[config.mk]
export PLATFORM = sky130hd
export DESIGN_NAME = hdng_nav_ctrl_flat
export DESIGN_NICKNAME = d
export VERILOG_FILES = /design/src/rtl/hdng_nav_ctrl_pkg.sv /design/src/rtl/hdng_nav_ctrl_if.sv /design/src/rtl/hdng_nav_ctrl_spd_ramp.sv /design/src/rtl/hdng_nav_ctrl.sv /design/src/flat_wrapper.sv
export SDC_FILE = /design/constraint.sdc
export NUM_CORES = 1
export LEC_CHECK = 0
export ABC_AREA = 1
export CAP_MARGIN = 40
export CORE_MARGIN = 2
export CORE_UTILIZATION = 44
export DETAILED_ROUTE_END_ITERATION = 7
export PLACE_DENSITY = 0.76
export SKIP_LAST_GASP = 1
export SYNTH_ARGS = -nofsm -noshare
export SYNTH_HDL_FRONTEND = slang
export SYNTH_SLANG_ARGS = --single-unit
[constraint.sdc]
create_clock -name clk -period 1.8 [get_ports clk]
set_input_delay 0.18 -clock clk [delete_from_list [all_inputs] [get_ports clk]]
set_output_delay 0.18 -clock clk [all_outputs]
set_load 0.05 [all_outputs]
[src/rtl/hdng_nav_ctrl_pkg.sv]
// Shared types and default tuning for the heading/move command sequencer.
package hdng_nav_ctrl_pkg;

   typedef enum logic [2:0] {
      StIdle,
      StHdng,
      StRampUp,
      StCruise,
      StRampDn,
      StDone
   } nav_state_t;

   localparam logic [10:0] MAX_SPD_DEF    = 11'h2A0;
   localparam logic [10:0] SPD_INC_DEF    = 11'h018;
   localparam int unsigned SETTLE_CNT_DEF = 3;

   // Ramp step actually applied; simulation builds use an 8x larger step.
   function automatic logic [10:0] eff_inc(input bit fast_sim, input logic [10:0] inc);
      return fast_sim ? {inc[7:0], 3'b000} : inc;
   endfunction

endpackage

[src/rtl/hdng_nav_ctrl_if.sv]
// Command/solver side and PID side signals of the navigation sequencer.
interface hdng_nav_ctrl_if;

   logic        strt_hdng;
   logic        strt_mv;
   logic [11:0] cmd_hdng;
   logic        stp_lft;
   logic        stp_rght;
   logic        lft_opn;
   logic        rght_opn;
   logic        frwrd_opn;
   logic        hdng_vld;
   logic        at_hdng;
   logic [11:0] dsrd_hdng;
   logic [10:0] frwrd_spd;
   logic        moving;
   logic        mv_cmplt;
   logic        busy;

   // Command source / environment side.
   modport master (
      output strt_hdng, strt_mv, cmd_hdng, stp_lft, stp_rght,
      output lft_opn, rght_opn, frwrd_opn, hdng_vld, at_hdng,
      input  dsrd_hdng, frwrd_spd, moving, mv_cmplt, busy
   );

   // Sequencer side.
   modport slave (
      input  strt_hdng, strt_mv, cmd_hdng, stp_lft, stp_rght,
      input  lft_opn, rght_opn, frwrd_opn, hdng_vld, at_hdng,
      output dsrd_hdng, frwrd_spd, moving, mv_cmplt, busy
   );

endinterface

[src/rtl/hdng_nav_ctrl_spd_ramp.sv]
// Saturating 11-bit forward speed register with up/down/emergency steps.
module hdng_nav_ctrl_spd_ramp
   import hdng_nav_ctrl_pkg::*;
#(
   parameter logic [10:0] MAX_SPD = MAX_SPD_DEF
) (
   input  logic        clk,
   input  logic        rst,
   input  logic        clr,
   input  logic        inc,
   input  logic        dec,
   input  logic        emerg,
   input  logic [10:0] step,
   output logic [10:0] spd,
   output logic        at_max,
   output logic        at_zero
);

   logic [10:0] spd_q, spd_d;
   logic [12:0] sum;
   logic [12:0] dec_amt;

   // Next speed: widened arithmetic so neither ramp direction can wrap.
   always_comb begin
      sum     = {2'b00, spd_q} + {2'b00, step};
      dec_amt = emerg ? {step, 2'b00} : {2'b00, step};
      spd_d   = spd_q;
      if (clr) begin
         spd_d = '0;
      end else if (inc) begin
         spd_d = (sum > {2'b00, MAX_SPD}) ? MAX_SPD : sum[10:0];
      end else if (dec) begin
         spd_d = ({2'b00, spd_q} > dec_amt) ? (spd_q - dec_amt[10:0]) : '0;
      end
   end

   // Speed register.
   always_ff @(posedge clk) begin
      if (rst) spd_q <= '0;
      else     spd_q <= spd_d;
   end

   assign spd     = spd_q;
   assign at_max  = (spd_q == MAX_SPD);
   assign at_zero = (spd_q == 11'd0);

endmodule

[src/rtl/hdng_nav_ctrl.sv]
// Command sequencer between the maze solver and the heading PID.
module hdng_nav_ctrl
   import hdng_nav_ctrl_pkg::*;
#(
   parameter bit          FAST_SIM   = 1'b0,
   parameter logic [10:0] MAX_SPD    = MAX_SPD_DEF,
   parameter logic [10:0] SPD_INC    = SPD_INC_DEF,
   parameter int unsigned SETTLE_CNT = SETTLE_CNT_DEF
) (
   input logic            clk,
   input logic            rst,
   hdng_nav_ctrl_if.slave nav
);

   localparam int unsigned CntW = $clog2(SETTLE_CNT + 1);
   localparam logic [10:0] Inc  = eff_inc(FAST_SIM, SPD_INC);

   nav_state_t      state_q, state_d;
   logic [CntW-1:0] cnt_q, cnt_d;
   logic [11:0]     dsrd_q, dsrd_d;
   logic            lft_prev_q, rght_prev_q;
   logic            moving_q, mv_cmplt_q, busy_q;
   logic            stop, spd_inc, spd_dec, spd_clr;
   logic            at_max, at_zero;
   logic [10:0]     spd;

   assign stop = (nav.stp_lft  & nav.lft_opn  & ~lft_prev_q) |
                 (nav.stp_rght & nav.rght_opn & ~rght_prev_q);

   // Next-state, settle counter and speed-ramp controls.
   always_comb begin
      state_d = state_q;
      cnt_d   = cnt_q;
      dsrd_d  = dsrd_q;
      spd_inc = 1'b0;
      spd_dec = 1'b0;
      spd_clr = 1'b0;
      unique case (state_q)
         StIdle: begin
            spd_clr = 1'b1;
            cnt_d   = '0;
            if (nav.strt_hdng) begin
               dsrd_d  = nav.cmd_hdng;
               state_d = StHdng;
            end else if (nav.strt_mv) begin
               state_d = StRampUp;
            end
         end
         StHdng: begin
            if (nav.hdng_vld) begin
               if (!nav.at_hdng) begin
                  cnt_d = '0;
               end else if (cnt_q == CntW'(SETTLE_CNT - 1)) begin
                  // This sample completes the settle run.
                  cnt_d   = '0;
                  state_d = StDone;
               end else begin
                  cnt_d = cnt_q + 1'b1;
               end
            end
         end
         StRampUp: begin
            if (!nav.frwrd_opn || stop) begin
               state_d = StRampDn;
            end else begin
               spd_inc = nav.hdng_vld;
               if (at_max) state_d = StCruise;
            end
         end
         StCruise: begin
            if (!nav.frwrd_opn || stop) state_d = StRampDn;
         end
         StRampDn: begin
            if (at_zero) state_d = StDone;
            else         spd_dec = nav.hdng_vld;
         end
         StDone:  state_d = StIdle;
         default: state_d = StIdle;
      endcase
   end

   // State, counter, latched heading, edge history and registered status outputs.
   always_ff @(posedge clk) begin
      if (rst) begin
         state_q     <= StIdle;
         cnt_q       <= '0;
         dsrd_q      <= '0;
         lft_prev_q  <= 1'b0;
         rght_prev_q <= 1'b0;
         moving_q    <= 1'b0;
         mv_cmplt_q  <= 1'b0;
         busy_q      <= 1'b0;
      end else begin
         state_q     <= state_d;
         cnt_q       <= cnt_d;
         dsrd_q      <= dsrd_d;
         lft_prev_q  <= nav.lft_opn;
         rght_prev_q <= nav.rght_opn;
         moving_q    <= (state_d != StIdle) && (state_d != StDone);
         mv_cmplt_q  <= (state_d == StDone);
         busy_q      <= (state_d != StIdle);
      end
   end

   hdng_nav_ctrl_spd_ramp #(
      .MAX_SPD (MAX_SPD)
   ) u_spd_ramp (
      .clk     (clk),
      .rst     (rst),
      .clr     (spd_clr),
      .inc     (spd_inc),
      .dec     (spd_dec),
      .emerg   (~nav.frwrd_opn),
      .step    (Inc),
      .spd     (spd),
      .at_max  (at_max),
      .at_zero (at_zero)
   );

   assign nav.dsrd_hdng = dsrd_q;
   assign nav.frwrd_spd = spd;
   assign nav.moving    = moving_q;
   assign nav.mv_cmplt  = mv_cmplt_q;
   assign nav.busy      = busy_q;

endmodule
[src/flat_wrapper.sv]
// flat-port wrapper written by rule: the top's interface ports become plain ports
module hdng_nav_ctrl_flat import hdng_nav_ctrl_pkg::*;
#(
   parameter bit          FAST_SIM   = 1'b0,
   parameter logic [10:0] MAX_SPD    = MAX_SPD_DEF,
   parameter logic [10:0] SPD_INC    = SPD_INC_DEF,
   parameter int unsigned SETTLE_CNT = SETTLE_CNT_DEF
)
  (clk, rst, nav_strt_hdng, nav_strt_mv, nav_cmd_hdng, nav_stp_lft, nav_stp_rght, nav_lft_opn, nav_rght_opn, nav_frwrd_opn, nav_hdng_vld, nav_at_hdng, nav_dsrd_hdng, nav_frwrd_spd, nav_moving, nav_mv_cmplt, nav_busy);
  hdng_nav_ctrl_if nav_i ();
  input logic clk;
  input logic rst;
  input wire logic [$bits(nav_i.strt_hdng)-1:0] nav_strt_hdng;
  input wire logic [$bits(nav_i.strt_mv)-1:0] nav_strt_mv;
  input wire logic [$bits(nav_i.cmd_hdng)-1:0] nav_cmd_hdng;
  input wire logic [$bits(nav_i.stp_lft)-1:0] nav_stp_lft;
  input wire logic [$bits(nav_i.stp_rght)-1:0] nav_stp_rght;
  input wire logic [$bits(nav_i.lft_opn)-1:0] nav_lft_opn;
  input wire logic [$bits(nav_i.rght_opn)-1:0] nav_rght_opn;
  input wire logic [$bits(nav_i.frwrd_opn)-1:0] nav_frwrd_opn;
  input wire logic [$bits(nav_i.hdng_vld)-1:0] nav_hdng_vld;
  input wire logic [$bits(nav_i.at_hdng)-1:0] nav_at_hdng;
  output wire logic [$bits(nav_i.dsrd_hdng)-1:0] nav_dsrd_hdng;
  output wire logic [$bits(nav_i.frwrd_spd)-1:0] nav_frwrd_spd;
  output wire logic [$bits(nav_i.moving)-1:0] nav_moving;
  output wire logic [$bits(nav_i.mv_cmplt)-1:0] nav_mv_cmplt;
  output wire logic [$bits(nav_i.busy)-1:0] nav_busy;
  assign nav_i.strt_hdng = nav_strt_hdng;
  assign nav_i.strt_mv = nav_strt_mv;
  assign nav_i.cmd_hdng = nav_cmd_hdng;
  assign nav_i.stp_lft = nav_stp_lft;
  assign nav_i.stp_rght = nav_stp_rght;
  assign nav_i.lft_opn = nav_lft_opn;
  assign nav_i.rght_opn = nav_rght_opn;
  assign nav_i.frwrd_opn = nav_frwrd_opn;
  assign nav_i.hdng_vld = nav_hdng_vld;
  assign nav_i.at_hdng = nav_at_hdng;
  assign nav_dsrd_hdng = nav_i.dsrd_hdng;
  assign nav_frwrd_spd = nav_i.frwrd_spd;
  assign nav_moving = nav_i.moving;
  assign nav_mv_cmplt = nav_i.mv_cmplt;
  assign nav_busy = nav_i.busy;
  hdng_nav_ctrl #(.FAST_SIM(FAST_SIM), .MAX_SPD(MAX_SPD), .SPD_INC(SPD_INC), .SETTLE_CNT(SETTLE_CNT)) u_core (.clk(clk), .rst(rst), .nav(nav_i));
endmodule
== Word level (Yosys, flattened, before mapping) ==
Index checks and enable logic that the tools add are counted.

* Bits in registers: 33
* Input port bits: 23
* Output and inout bits: 26

* Equality and inequality tests: 9
* Reduce and logical (&&, ||, !) cells: 11
* Bitwise logic cells: 7
* Multiplexer cells: 24
* Order comparisons: 2
* $add $sub $neg: 3

{| class="wikitable"
|+ Operators by type and width
! operator !! number
|-
| $mux 11 || 4
|-
| $mux 3 || 9
|-
| $pmux 3 s5 || 1
|-
| $gt 13x10->1 const B || 1
|-
| $add 11x5->12 const B || 1
|-
| $eq 11x10->1 const B || 1
|-
| $gt 11x7->1 || 1
|-
| $logic_not 11->1 || 1
|-
| $sub 11x7->11 || 1
|-
| $mux 7 || 1
|-
| $eq 3x2->1 const B || 2
|-
| $eq 3x3->1 const B || 2
|-
| $mux 2 || 3
|-
| $mux 1 || 5
|-
| $and 1x1->1 || 4
|-
| $pmux 2 s2 || 1
|-
| $reduce_and 2->1 || 2
|-
| $reduce_bool 2->1 || 2
|-
| $eq 3x1->1 const B || 1
|-
| $logic_not 3->1 || 1
|-
| $ne 3x3->1 const B || 1
|-
| $reduce_bool 3->1 || 1
|-
| $add 2x1->2 const B || 1
|-
| $eq 2x2->1 const B || 1
|-
| other kinds (7) || 8
|}

== Depth between registers and ports, before layout ==
Gate-level depths: netlist of run 1.

* Depth in word-level cells: 8
* Depth in mapped cells: 13
* Mapped depth without buffers: 13

== Modules after synthesis ==
From an unflattened synthesis of run 1, not the netlist that was laid out.

* Cells, all modules: 456
* Area total of the unflattened synthesis: 2917.8 um2

{| class="wikitable"
|+ Modules (own cells, without submodules)
! module !! cells each !! seq. area each (um2) !! area each (um2) !! times used
|-
| hdng_nav_ctrl_spd_ramp || 322 || 220.2 || 1940.6 || 1
|-
| hdng_nav_ctrl || 134 || 440.4 || 977.2 || 1
|}

== Worst setup path after synthesis of run 1 ==
No wires, ideal clock.

* Path kind: register to register
* Start point: register u_core.u_spd_ramp.spd_q[3] (netlist: u_core.u_spd_ramp.spd[3])
* End point: register u_core.u_spd_ramp.spd_q[9] (netlist: u_core.u_spd_ramp.spd[9])
* Period minus slack after synthesis: 2.129 ns
* Cell stages (with the launch flop): 13
* Setup slack: -0.329 ns
* Data required time: 1.687 ns
* Library setup time: 0.113 ns
* Arrival time: 2.015 ns
* Path through: dfxtp_1 > inv_1 > ha_1 > inv_1 > fa_1 > a21oi_2 > inv_1 > nor2_1 > nand2_1 > inv_1 > nand3_1 > nand3_1 > nand2_1

* Word-level cells in the longest chain between the ends: 4
* Elaborated cells on any way between the ends: 12
* Those cells by class: add/sub: 2; order compare: 2; mux: 6; reduce/logical: 2

{| class="wikitable"
|+ Ends and longest elaborated chain
! what !! line !! text
|-
| from (decl) || hdng_nav_ctrl_spd_ramp.sv:19 || <nowiki>logic [10:0] spd_q, spd_d;</nowiki>
|-
| from (signal assigned) || hdng_nav_ctrl_spd_ramp.sv:40 || <nowiki>else spd_q <= spd_d;</nowiki>
|-
| $add 11x5->12 (tied with other cells) || hdng_nav_ctrl_spd_ramp.sv:25 || <nowiki>sum = {2'b00, spd_q} + {2'b00, step};</nowiki>
|-
| $gt 13x10->1 (tied with other cells) || hdng_nav_ctrl_spd_ramp.sv:31 || <nowiki>spd_d = (sum > {2'b00, MAX_SPD}) ? MAX_SPD : sum[10:0];</nowiki>
|-
| $mux 11 (tied with other cells) || hdng_nav_ctrl_spd_ramp.sv:31 ||
|-
| $mux 11 or $reduce_bool 2->1 (tied branches) || -- ||
|}

Parallel ways exist; a longest one is shown, timed or not. The select of a mux whose other input is x is not followed.
A chain may end at the register's enable or synchronous reset.

== Final worst setup path of run 1 ==
Same ends and word-level chain as after synthesis.

==> impl_metrics.env, run 1 <==
export IMPL_status="completed"
export IMPL_hp_class="in2reg"
export IMPL_routed_wl_um=4790
export IMPL_syn_to_final_growth_pct=38.3
export IMPL_syn_avg_cell_area_um2=6.87
export IMPL_vdd_drop_max_uv=679
export IMPL_coreArea_um2=4290
export IMPL_finalSetupViolations=0
export IMPL_drt_first_iter_violations=117
export IMPL_nets=374
export IMPL_fin_crit_sh_pct=98.4
export IMPL_antenna_found_initial=0
export IMPL_first_pass_iters=6
export IMPL_p_per_area_nw_per_um2=664
export IMPL_place_hpwl_um=3690
export IMPL_cp_start_kind="flip-flop"
export IMPL_yosysWarnings=0
export IMPL_clkTransAtPathRegs_ps=60
export IMPL_synth_compound_area_share_pct=11.5
export IMPL_endpoint_kind="flip-flop"
export IMPL_ant_nets=0
export IMPL_cts_tree="done"
export IMPL_ys_seq_elements=30
export IMPL_gp_congestion=0.940
export IMPL_leakage_nw=1.21
export IMPL_synth_mux_area_share_pct=0
export IMPL_grt_overflow=0
export IMPL_path_cells="inv_4 -> ha_4 -> inv_2 -> fa_2 -> a21oi_4 -> o21ai_2 -> nand2_2 -> nand2_2 -> nand2_2 -> inv_1 -> nand3_1 -> nand2_1"
export IMPL_initial_core_util_pct=45.0
export IMPL_path_buf_inv=3
export IMPL_die_area_um2=4930
export IMPL_num_rows=24
export IMPL_rsz0062_at_grt="true"
export IMPL_synth_xor_area_share_pct=0.907
export IMPL_drcViolationCount=0
export IMPL_drv_cap=0
export IMPL_synth_fa_ha_area_share_pct=4.28
export IMPL_drive_gt1_share_pct=24.0
export IMPL_worst_slew_pin_slew_ps=633
export IMPL_stdcell_area_um2=2670
export IMPL_wl_per_cell_um=12.0
export IMPL_synthCells=281
export IMPL_die_h_um=70.2
export IMPL_fin_tns_setup_ps=0
export IMPL_synth_area_um2=1930
export IMPL_synthSimpleGateAreaFrac_pct=40.2
export IMPL_cpPeakStageDelay_ps=360
export IMPL_slew_headroom_pct=57.7
export IMPL_cts_max_level=2
export IMPL_synth_seq_area_share_pct=31.1
export IMPL_grt_max_degree=20
export IMPL_clock_sinks=30
export IMPL_vias=1996
export IMPL_instances_no_fill=398
export IMPL_cts_buffers_inserted=5
export IMPL_grt_pass1_vias=1954
export IMPL_io_pins=49
export IMPL_hold_viol=0
export IMPL_synth_top_family_by_area="simple AND/OR/NAND/NOR gates"
export IMPL_cp_max_fo=3
export IMPL_grt_use_total_pct=20.9
export IMPL_clk_path_buf_depth=2
export IMPL_grt_pass1_wl_um=8310
export IMPL_insertion_delay_ps=280
export IMPL_crit_arrival_ps=1950
export IMPL_mostFrequentLayoutCell="nand2_1"
export IMPL_hold_worst_slack_ps=439
export IMPL_dpl_cell_area_um2=2520
export IMPL_crit_top_cell="nand2_2"
export IMPL_final_core_util_pct=62.2
export IMPL_slowest_stage="fa_2"
export IMPL_port_buffers=45
export IMPL_synth_cell_types=37
export IMPL_slew_viol_final=0
export IMPL_max_freq_ghz=0.565
export IMPL_vias_per_cell=5.02
export IMPL_layout_common_cells="nand2_1, clkdlybuf4s50_1, inv_1"
export IMPL_die_x_um=70.2
export IMPL_min_period_ps=1770
export IMPL_diodes=0
export IMPL_fin_skew_ps=2.91
export IMPL_critPathTopFamily="adder cells"
export IMPL_cts_root_buf="clkbuf_8"
export IMPL_dp_cells=388
export IMPL_cp_required_ps=1980
export IMPL_crit_type="reg2reg"
[report_power, final]
group | internal [mW] | total [mW] | leakage, nW | switching (mW)
sequential | 0.706 | 0.728 | 0.248 | 0.0221
clock | 0.308 | 0.563 | 0.0482 | 0.255
combinational | 0.180 | 0.482 | 0.912 | 0.302
total | 1.19 | 1.77 | 1.21 | 0.580
[flip-flops by register name (all words and copies together), names as in the netlist]
| register | cells |
|---|---|
| u_core.nav.moving | 1 |
| u_core.rght_prev_q | 1 |
| u_core.nav.mv_cmplt | 1 |
| u_core.state_q | 3 |
| u_core.lft_prev_q | 1 |
| u_core.nav.busy | 1 |
| u_core.cnt_q | 2 |
| u_core.nav.dsrd_hdng | 12 |
| u_core.u_spd_ramp.spd | 8 |
[cells by family after synthesis]
family,after synthesis
buf+inv,48
simple gates,157
fa+ha+maj,6
flops,30
xor+xnor,2
other cells,1
compound gates,37
[path summary, 6_finish.rpt]
check                           slack [ps]                       end  cells after the start                      from
worst min register to register         470   u_core.nav.dsrd_hdng[0]                      2   u_core.nav.dsrd_hdng[0]
worst max register to register          30  u_core.u_spd_ramp.spd[9]                     12  u_core.u_spd_ramp.spd[3]
worst min-delay path                   440        u_core.rght_prev_q                      3              nav_rght_opn
worst max-delay path                    30  u_core.u_spd_ramp.spd[9]                     12  u_core.u_spd_ramp.spd[3]
[routing by layer]
layer  GRT usage (%)  routed length [um]
met5               0                   0
met4            9.62                 108
met3            7.65                 395
met2            35.5                2350
met1            23.2                1930
[cell usage after synthesis]
library cell / n / area (um^2)
a21oi_2: 5 / 43.8
dfxtp_1: 30 / 601
nand3_4: 1 / 17.5
xnor2_1: 1 / 8.76
nor2_4: 2 / 22.5
inv_2: 3 / 11.3
nor3_2: 3 / 30.0
fa_1: 1 / 20.0
o21bai_4: 1 / 18.8
clkbuf_1: 2 / 7.51
o21ai_1: 5 / 25.0
buf_4: 3 / 22.5
inv_1: 32 / 120
nor3b_1: 1 / 7.51
clkinv_2: 1 / 5.00
nand2_1: 81 / 304
buf_6: 4 / 45.0
conb_1: 1 / 3.75
a21oi_1: 19 / 95.1
nand4_1: 5 / 31.3
xor2_1: 1 / 8.76
o21ai_0: 6 / 30.0
buf_2: 2 / 10.0
nor2_1: 27 / 101
nor2_2: 3 / 18.8
nand3b_2: 1 / 11.3
nor3_1: 1 / 5.00
nor2_8: 1 / 20.0
o21ai_2: 1 / 8.76
nand4_4: 2 / 42.5
nand2_4: 1 / 11.3
inv_4: 1 / 6.26
ha_1: 5 / 62.6
and2_1: 1 / 6.26
nand3_1: 22 / 110
nand4_2: 1 / 12.5
nand2_2: 4 / 25.0
[through the flow]
step	power, mW	worst slack, ps
global route	1.86	-22.1
finish	1.77	29.5
detailed placement	1.22	-334
floorplan	1.05	4.27
global placement	1.21	-274
CTS	1.78	-2.93
[cell type report]
class,instances,area (um^2)
clock buffers,7,86.3
multi-input cells,205,1160
fillers,391,1620
clock inverters,1,5.00
repair buffers,66,597
flip-flops and latches,30,612
well taps,52,65.1
inverters,37,145
[worst min-delay path, stage by stage]
cell,delay (ps)
clkdlybuf4s50_1,410
inv_1,60
nor2_1,30
[what timing repair did]
item                                    4_1_cts  5_1_grt
gates resized for setup                       8       11
pin swaps                                     5        4
hold buffers                                  0        0
setup buffers                                 2        0
endpoints found under the setup margin        2        8
Power figures use the tool's default switching activity.
==> run 2, diff against run 1 <==
--- a/config.mk
+++ b/config.mk
@@ -5,12 +5,12 @@
 export SDC_FILE = /design/constraint.sdc
 export NUM_CORES = 1
 export LEC_CHECK = 0
-export ABC_AREA = 1
 export CAP_MARGIN = 40
 export CORE_MARGIN = 2
-export CORE_UTILIZATION = 44
+export CORE_UTILIZATION = 45
+export CTS_BUF_LIST = sky130_fd_sc_hd__clkbuf_8
 export DETAILED_ROUTE_END_ITERATION = 7
-export PLACE_DENSITY = 0.76
+export PLACE_DENSITY = 0.78
 export SKIP_LAST_GASP = 1
 export SYNTH_ARGS = -nofsm -noshare
 export SYNTH_HDL_FRONTEND = slang
==> impl_metrics.env, run 2 <==
export IMPL_hp_class="in2reg"
export IMPL_hold_buffers=0
export IMPL_synth_seq_area_share_pct=33.3
export IMPL_cts_tree="done"
export IMPL_die_area_um2=4530
export IMPL_ff2ff_setup_slack_ps=-310
export IMPL_synth_cell_types=62
export IMPL_io_pins=49
export IMPL_clkTransAtPathRegs_ps=70
export IMPL_fin_tns_setup_ps=-2660
export IMPL_syn_avg_cell_area_um2=7.78
export IMPL_grt_pass1_wl_um=9320
export IMPL_ys_flop_type="dfxtp_1"
export IMPL_grt_pass1_vias=2071
export IMPL_r2r_end="u_core.u_spd_ramp.spd[7]"
export IMPL_p_per_area_nw_per_um2=593
export IMPL_synthTopCellsByCount="nand2_1, dfxtp_1, a21oi_1, nor2_1, o21ai_0"
export IMPL_drv_cap=0
export IMPL_largest_reg_flops=12
export IMPL_routed_wl_um=6210
export IMPL_gp_congestion=0.923
export IMPL_finalSetupViolations=12
export IMPL_yosysWarnings=0
export IMPL_fin_skew_ps=3.82
export IMPL_ant_nets=0
export IMPL_synth_top_area_share_pct=33.3
export IMPL_wl_per_cell_um=16.4
export IMPL_stdcell_area_um2=2980
export IMPL_status="complete, but fails checks"
export IMPL_violations="negative setup slack"
export IMPL_initial_core_util_pct=45.8
export IMPL_endpoint_kind="flip-flop"
export IMPL_drt_first_iter_violations=146
export IMPL_cp_max_fo=3
export IMPL_vias_per_cell=5.79
export IMPL_cp_start_kind="flip-flop"
export IMPL_synth_edf_count=0
export IMPL_setup_ws_ps=-312
export IMPL_cts_max_level=2
export IMPL_clock_sinks=30
export IMPL_mostFrequentLayoutCell="buf_4"
export IMPL_synth_async_sr_flop_share_pct=0
export IMPL_port_buffers=45
export IMPL_synth_most_common_cell="nand2_1"
export IMPL_grt_use_total_pct=27.2
export IMPL_cts_buffers_inserted=5
export IMPL_min_period_ps=2110
export IMPL_first_pass_iters=5
export IMPL_die_h_um=67.3
export IMPL_crit_arrival_ps=2320
export IMPL_synthTopCellsByArea="dfxtp_1, nand2_1, a21oi_1"
export IMPL_synthCells=232
export IMPL_coreArea_um2=3940
export IMPL_grt_overflow=0
export IMPL_yosysTopAreaCell="dfxtp_1"
export IMPL_vias=2187
export IMPL_holdPathEnd="u_core.nav.dsrd_hdng[3]"
export IMPL_max_freq_ghz=0.474
export IMPL_insertion_delay_ps=290
export IMPL_place_hpwl_um=3990
export IMPL_drcViolationCount=0
export IMPL_hold_viol=0
export IMPL_worstHoldPathCells=3
export IMPL_worst_slew_pin_slew_ps=510
export IMPL_slew_viol_final=0
export IMPL_num_rows=23
export IMPL_synth_area_um2=1810
export IMPL_cp_required_ps=2010
export IMPL_clk_path_buf_depth=2
export IMPL_grt_max_degree=17
export IMPL_diodes=0
export IMPL_fin_crit_sh_pct=117
export IMPL_drive_gt1_share_pct=37.5
export IMPL_worstHoldStart="nav_cmd_hdng[3]"
export IMPL_ys_seq_elements=30
export IMPL_nets=356
export IMPL_die_x_um=67.3
export IMPL_dpl_worst_slack_ps=-543
export IMPL_leakage_nw=1.25
export IMPL_antenna_found_initial=0
export IMPL_rsz0062_at_grt="true"
export IMPL_vdd_drop_max_uv=673
export IMPL_dpl_cell_area_um2=2660
export IMPL_slew_headroom_pct=65.9
export IMPL_hold_worst_slack_ps=429
export IMPL_r2r_start="u_core.u_spd_ramp.spd[3]"
export IMPL_rr_worst_depth=10
export IMPL_cts_root_buf="clkbuf_8"
export IMPL_syn_to_final_growth_pct=65.1
export IMPL_crit_type="reg2reg"
export IMPL_layout_common_cells="buf_4, clkdlybuf4s50_1, nand2_1"
## run 2: worst max-delay path by stage
stage	from	to	slack [ps]	cells after the start
finish	u_core.u_spd_ramp.spd[3]	u_core.u_spd_ramp.spd[7]	-310	10
global route	u_core.u_spd_ramp.spd[3]	u_core.u_spd_ramp.spd[7]	-390	10
CTS	u_core.u_spd_ramp.spd[3]	u_core.u_spd_ramp.spd[6]	-280	8
detailed placement	nav_frwrd_opn	u_core.u_spd_ramp.spd[4]	-540	9
global placement	nav_frwrd_opn	u_core.u_spd_ramp.spd[8]	-490	8
floorplan	u_core.u_spd_ramp.spd[3]	u_core.u_spd_ramp.spd[6]	-430	10
## run 2: stage by stage
stage	power [mW]	std cells	utilization, %
global route	1.83	378	75.6
CTS	1.74	376	73.4
global placement	1.15	363	67.4
floorplan	0.981	234	-
detailed placement	1.15	363	67.4
finish	1.77	378	75.6
## run 2: layout make-up
cell class | count | area, um^2
fill | 252 | 961
clock buffer | 6 | 82.6
clock inverter | 2 | 11.3
multi-input combinational | 181 | 1310
inverter | 8 | 32.5
sequential | 30 | 617
tap | 50 | 62.6
timing repair buffer | 101 | 868
## run 2: critical path, cell delays in order, from the launching register on
cell	delay (ps)
dfxtp_4	360
inv_4	80
ha_2	190
inv_2	50
fa_2	390
nand3_4	90
nand2_2	100
nor2_2	160
xor2_1	220
nand2b_1	110
a221oi_2	260
## run 2: what timing repair did
item / in CTS / in global routing
setup buffers: 5 / 2
setup endpoints to repair: 11 / 22
pin swaps: 18 / 13
resized for setup: 23 / 19
## run 2: kinds of logic after synthesis
logic type | synth area share [%]
compound gates | 24.5
xor+xnor | 2.91
fa+ha+maj | 4.57
buf+inv | 6.17
flops | 33.3
mux | 0.554
other cells | 0.208
simple gates | 27.9
## run 2: routing by layer
metal	vias up	routed length [um]	GRT usage, %
met1	1040	2600	32.3
met4	0	172	11.2
met2	102	3090	47.9
met3	25	343	5.00
met5	-	0	0
li1	1020	-	-
## run 2: report_power, final
group	total, mW	internal, mW	switching, mW
sequential	0.717	0.696	0.0214
combinational	0.474	0.198	0.277
clock	0.577	0.308	0.269
total	1.77	1.20	0.567
==> run 3, diff against run 2 <==
--- a/config.mk
+++ b/config.mk
@@ -10,6 +10,7 @@
 export CORE_UTILIZATION = 45
 export CTS_BUF_LIST = sky130_fd_sc_hd__clkbuf_8
 export DETAILED_ROUTE_END_ITERATION = 7
+export GPL_ROUTABILITY_DRIVEN = 0
 export PLACE_DENSITY = 0.78
 export SKIP_LAST_GASP = 1
 export SYNTH_ARGS = -nofsm -noshare
==> constraint.sdc (replaced) <==
create_clock -name clk -period 1.9 [get_ports clk]
set_input_delay 0.19 -clock clk [delete_from_list [all_inputs] [get_ports clk]]
set_output_delay 0.19 -clock clk [all_outputs]
set_load 0.05 [all_outputs]
==> impl_metrics.env, run 3 (synthesis results as in run 2) <==
export IMPL_status="complete, but fails checks"
export IMPL_violations="negative setup slack"
export IMPL_clk_path_buf_depth=2
export IMPL_slowest_stage="or4_4"
export IMPL_min_period_ps=2140
export IMPL_die_area_um2=4530
export IMPL_clock_sinks=30
export IMPL_wl_per_cell_um=15.4
export IMPL_cts_buffers_inserted=5
export IMPL_port_buffers=45
export IMPL_cts_tree="done"
export IMPL_rr_worst_depth=8
export IMPL_nets=351
export IMPL_finalSetupViolations=8
export IMPL_drive_gt1_share_pct=31.9
export IMPL_multiInputGateArea_um2=1250
export IMPL_cp_max_fo=6
export IMPL_p_per_area_nw_per_um2=564
export IMPL_cts_max_level=2
export IMPL_coreArea_um2=3940
export IMPL_crit_type="reg2reg"
export IMPL_dp_cells=357
export IMPL_num_rows=23
export IMPL_fillCellCount=288
export IMPL_setup_ws_ps=-236
export IMPL_syn_to_final_growth_pct=61.3
export IMPL_path_cells="buf_6 -> or4_4 -> o21ai_4 -> buf_4 -> nor4_4 -> xnor2_1 -> or3_1 -> a21oi_2"
export IMPL_regArea_um2=612
export IMPL_vias=2087
export IMPL_worstHoldPathCells=3
export IMPL_largest_reg_flops=12
export IMPL_rsz0062_at_grt="true"
export IMPL_fin_skew_ps=4.26
export IMPL_die_h_um=67.3
export IMPL_antenna_found_initial=0
export IMPL_layout_common_cells="buf_4, clkdlybuf4s50_1, nand2_1"
export IMPL_crit_arrival_ps=2350
export IMPL_fin_crit_sh_pct=112
export IMPL_vdd_drop_max_uv=575
export IMPL_mostFrequentLayoutCell="buf_4"
export IMPL_grt_max_degree=17
export IMPL_clkTransAtPathRegs_ps=70
export IMPL_final_core_util_pct=73.8
export IMPL_grt_use_total_pct=25.7
export IMPL_die_x_um=67.3
export IMPL_max_freq_ghz=0.468
export IMPL_grt_pass1_wl_um=8760
export IMPL_cpPeakStageDelay_ps=570
export IMPL_io_pins=49
export IMPL_insertion_delay_ps=290
export IMPL_hp_class="in2reg"
export IMPL_slew_headroom_pct=64.2
export IMPL_cp_start_kind="flip-flop"
export IMPL_diodes=0
export IMPL_ant_nets=0
export IMPL_worst_slew_pin_slew_ps=535
export IMPL_slew_viol_final=0
export IMPL_drv_cap=0
export IMPL_endpoint_kind="flip-flop"
export IMPL_leakage_nw=1.20
export IMPL_cp_required_ps=2120
export IMPL_initial_core_util_pct=45.8
export IMPL_fin_tns_setup_ps=-1100
export IMPL_drt_first_iter_violations=188
export IMPL_place_hpwl_um=3910
export IMPL_grt_pass1_vias=1956
export IMPL_drcViolationCount=0
export IMPL_vias_per_cell=5.60
export IMPL_first_pass_iters=4
export IMPL_ff2ff_setup_slack_ps=-240
export IMPL_cts_root_buf="clkbuf_8"
export IMPL_routed_wl_um=5730
export IMPL_instances_no_fill=373
export IMPL_grt_overflow=0
export IMPL_hold_viol=0
==> run 3: cell types whose count changed in the layout (fill, tap and decap cells not counted), sizes merged <==
cell | before | now
buf | 62 | 54
clkdlybuf4s50 | 37 | 41
dlygate4sd2 | 2 | 1
==> run 3: final cells by class <==
type,count,share of cell area (%)
timing repair buffer,96,29.4
sequential,30,21.0
clock inverter,2,0.387
inverter,8,1.12
multi-input combinational,181,43.1
tap,50,2.15
clock buffer,6,2.84
==> run 3: metal layers <==
layer,up-vias,part of all wire [%],wire (um),global-route usage (%)
met5,-,0,0,0
met4,0,4.3,244,12.5
met3,24,6.5,373,6.17
met2,88,47,2710,42.6
met1,964,42,2400,31.3
li1,1011,-,-,-
==> run 3: path summary, 6_finish.rpt <==
check,from,end
setup / recovery,u_core.u_spd_ramp.spd[6],u_core.u_spd_ramp.spd[9]
hold / removal,nav_cmd_hdng[5],u_core.nav.dsrd_hdng[5]
setup reg to reg,u_core.u_spd_ramp.spd[6],u_core.u_spd_ramp.spd[9]
hold reg to reg,u_core.nav.dsrd_hdng[2],u_core.nav.dsrd_hdng[2]
==> run 3: power by group <==
part | internal [mW] | leakage [nW] | total, mW | switching (mW)
clock network | 0.292 | 0.0515 | 0.549 | 0.257
logic | 0.169 | 0.904 | 0.415 | 0.246
registers | 0.660 | 0.248 | 0.679 | 0.0185
total | 1.12 | 1.20 | 1.64 | 0.522
==> run 3: worst max-delay path, delay by kind of cell, from the launching register on <==
| family | cells | cell delay, ps |
|---|---|---|
| AOI/OAI and AO/OA | 2 | 350 |
| buffers and inverters | 2 | 290 |
| DFF | 1 | 350 |
| xor gates and xnor gates | 1 | 120 |
| and+or+nand+nor | 3 | 950 |
==> run 3: timing repair <==
| item | CTS | global route |
|---|---|---|
| buffers inserted | 4 | 4 |
| hold buffers | 0 | 0 |
| endpoints found under the setup margin | 8 | 9 |
| pin swaps | 11 | 13 |
| endpoints found under the hold margin | 0 | 0 |
| resized for setup | 23 | 8 |
==> run 3: through the flow <==
stage / total power, mW / area (um^2) / hold slack [ps] / worst slack [ps]
6_report: 1.64 / 2910 / 445 / -236
5_1_grt: 1.70 / 2910 / 453 / -319
4_1_cts: 1.64 / 2830 / 444 / -177
3_5_place_dp: 1.09 / 2620 / 448 / -547
3_3_place_gp: 1.08 / 2620 / 441 / -414
2_1_floorplan: 0.931 / 1870 / 318 / -329
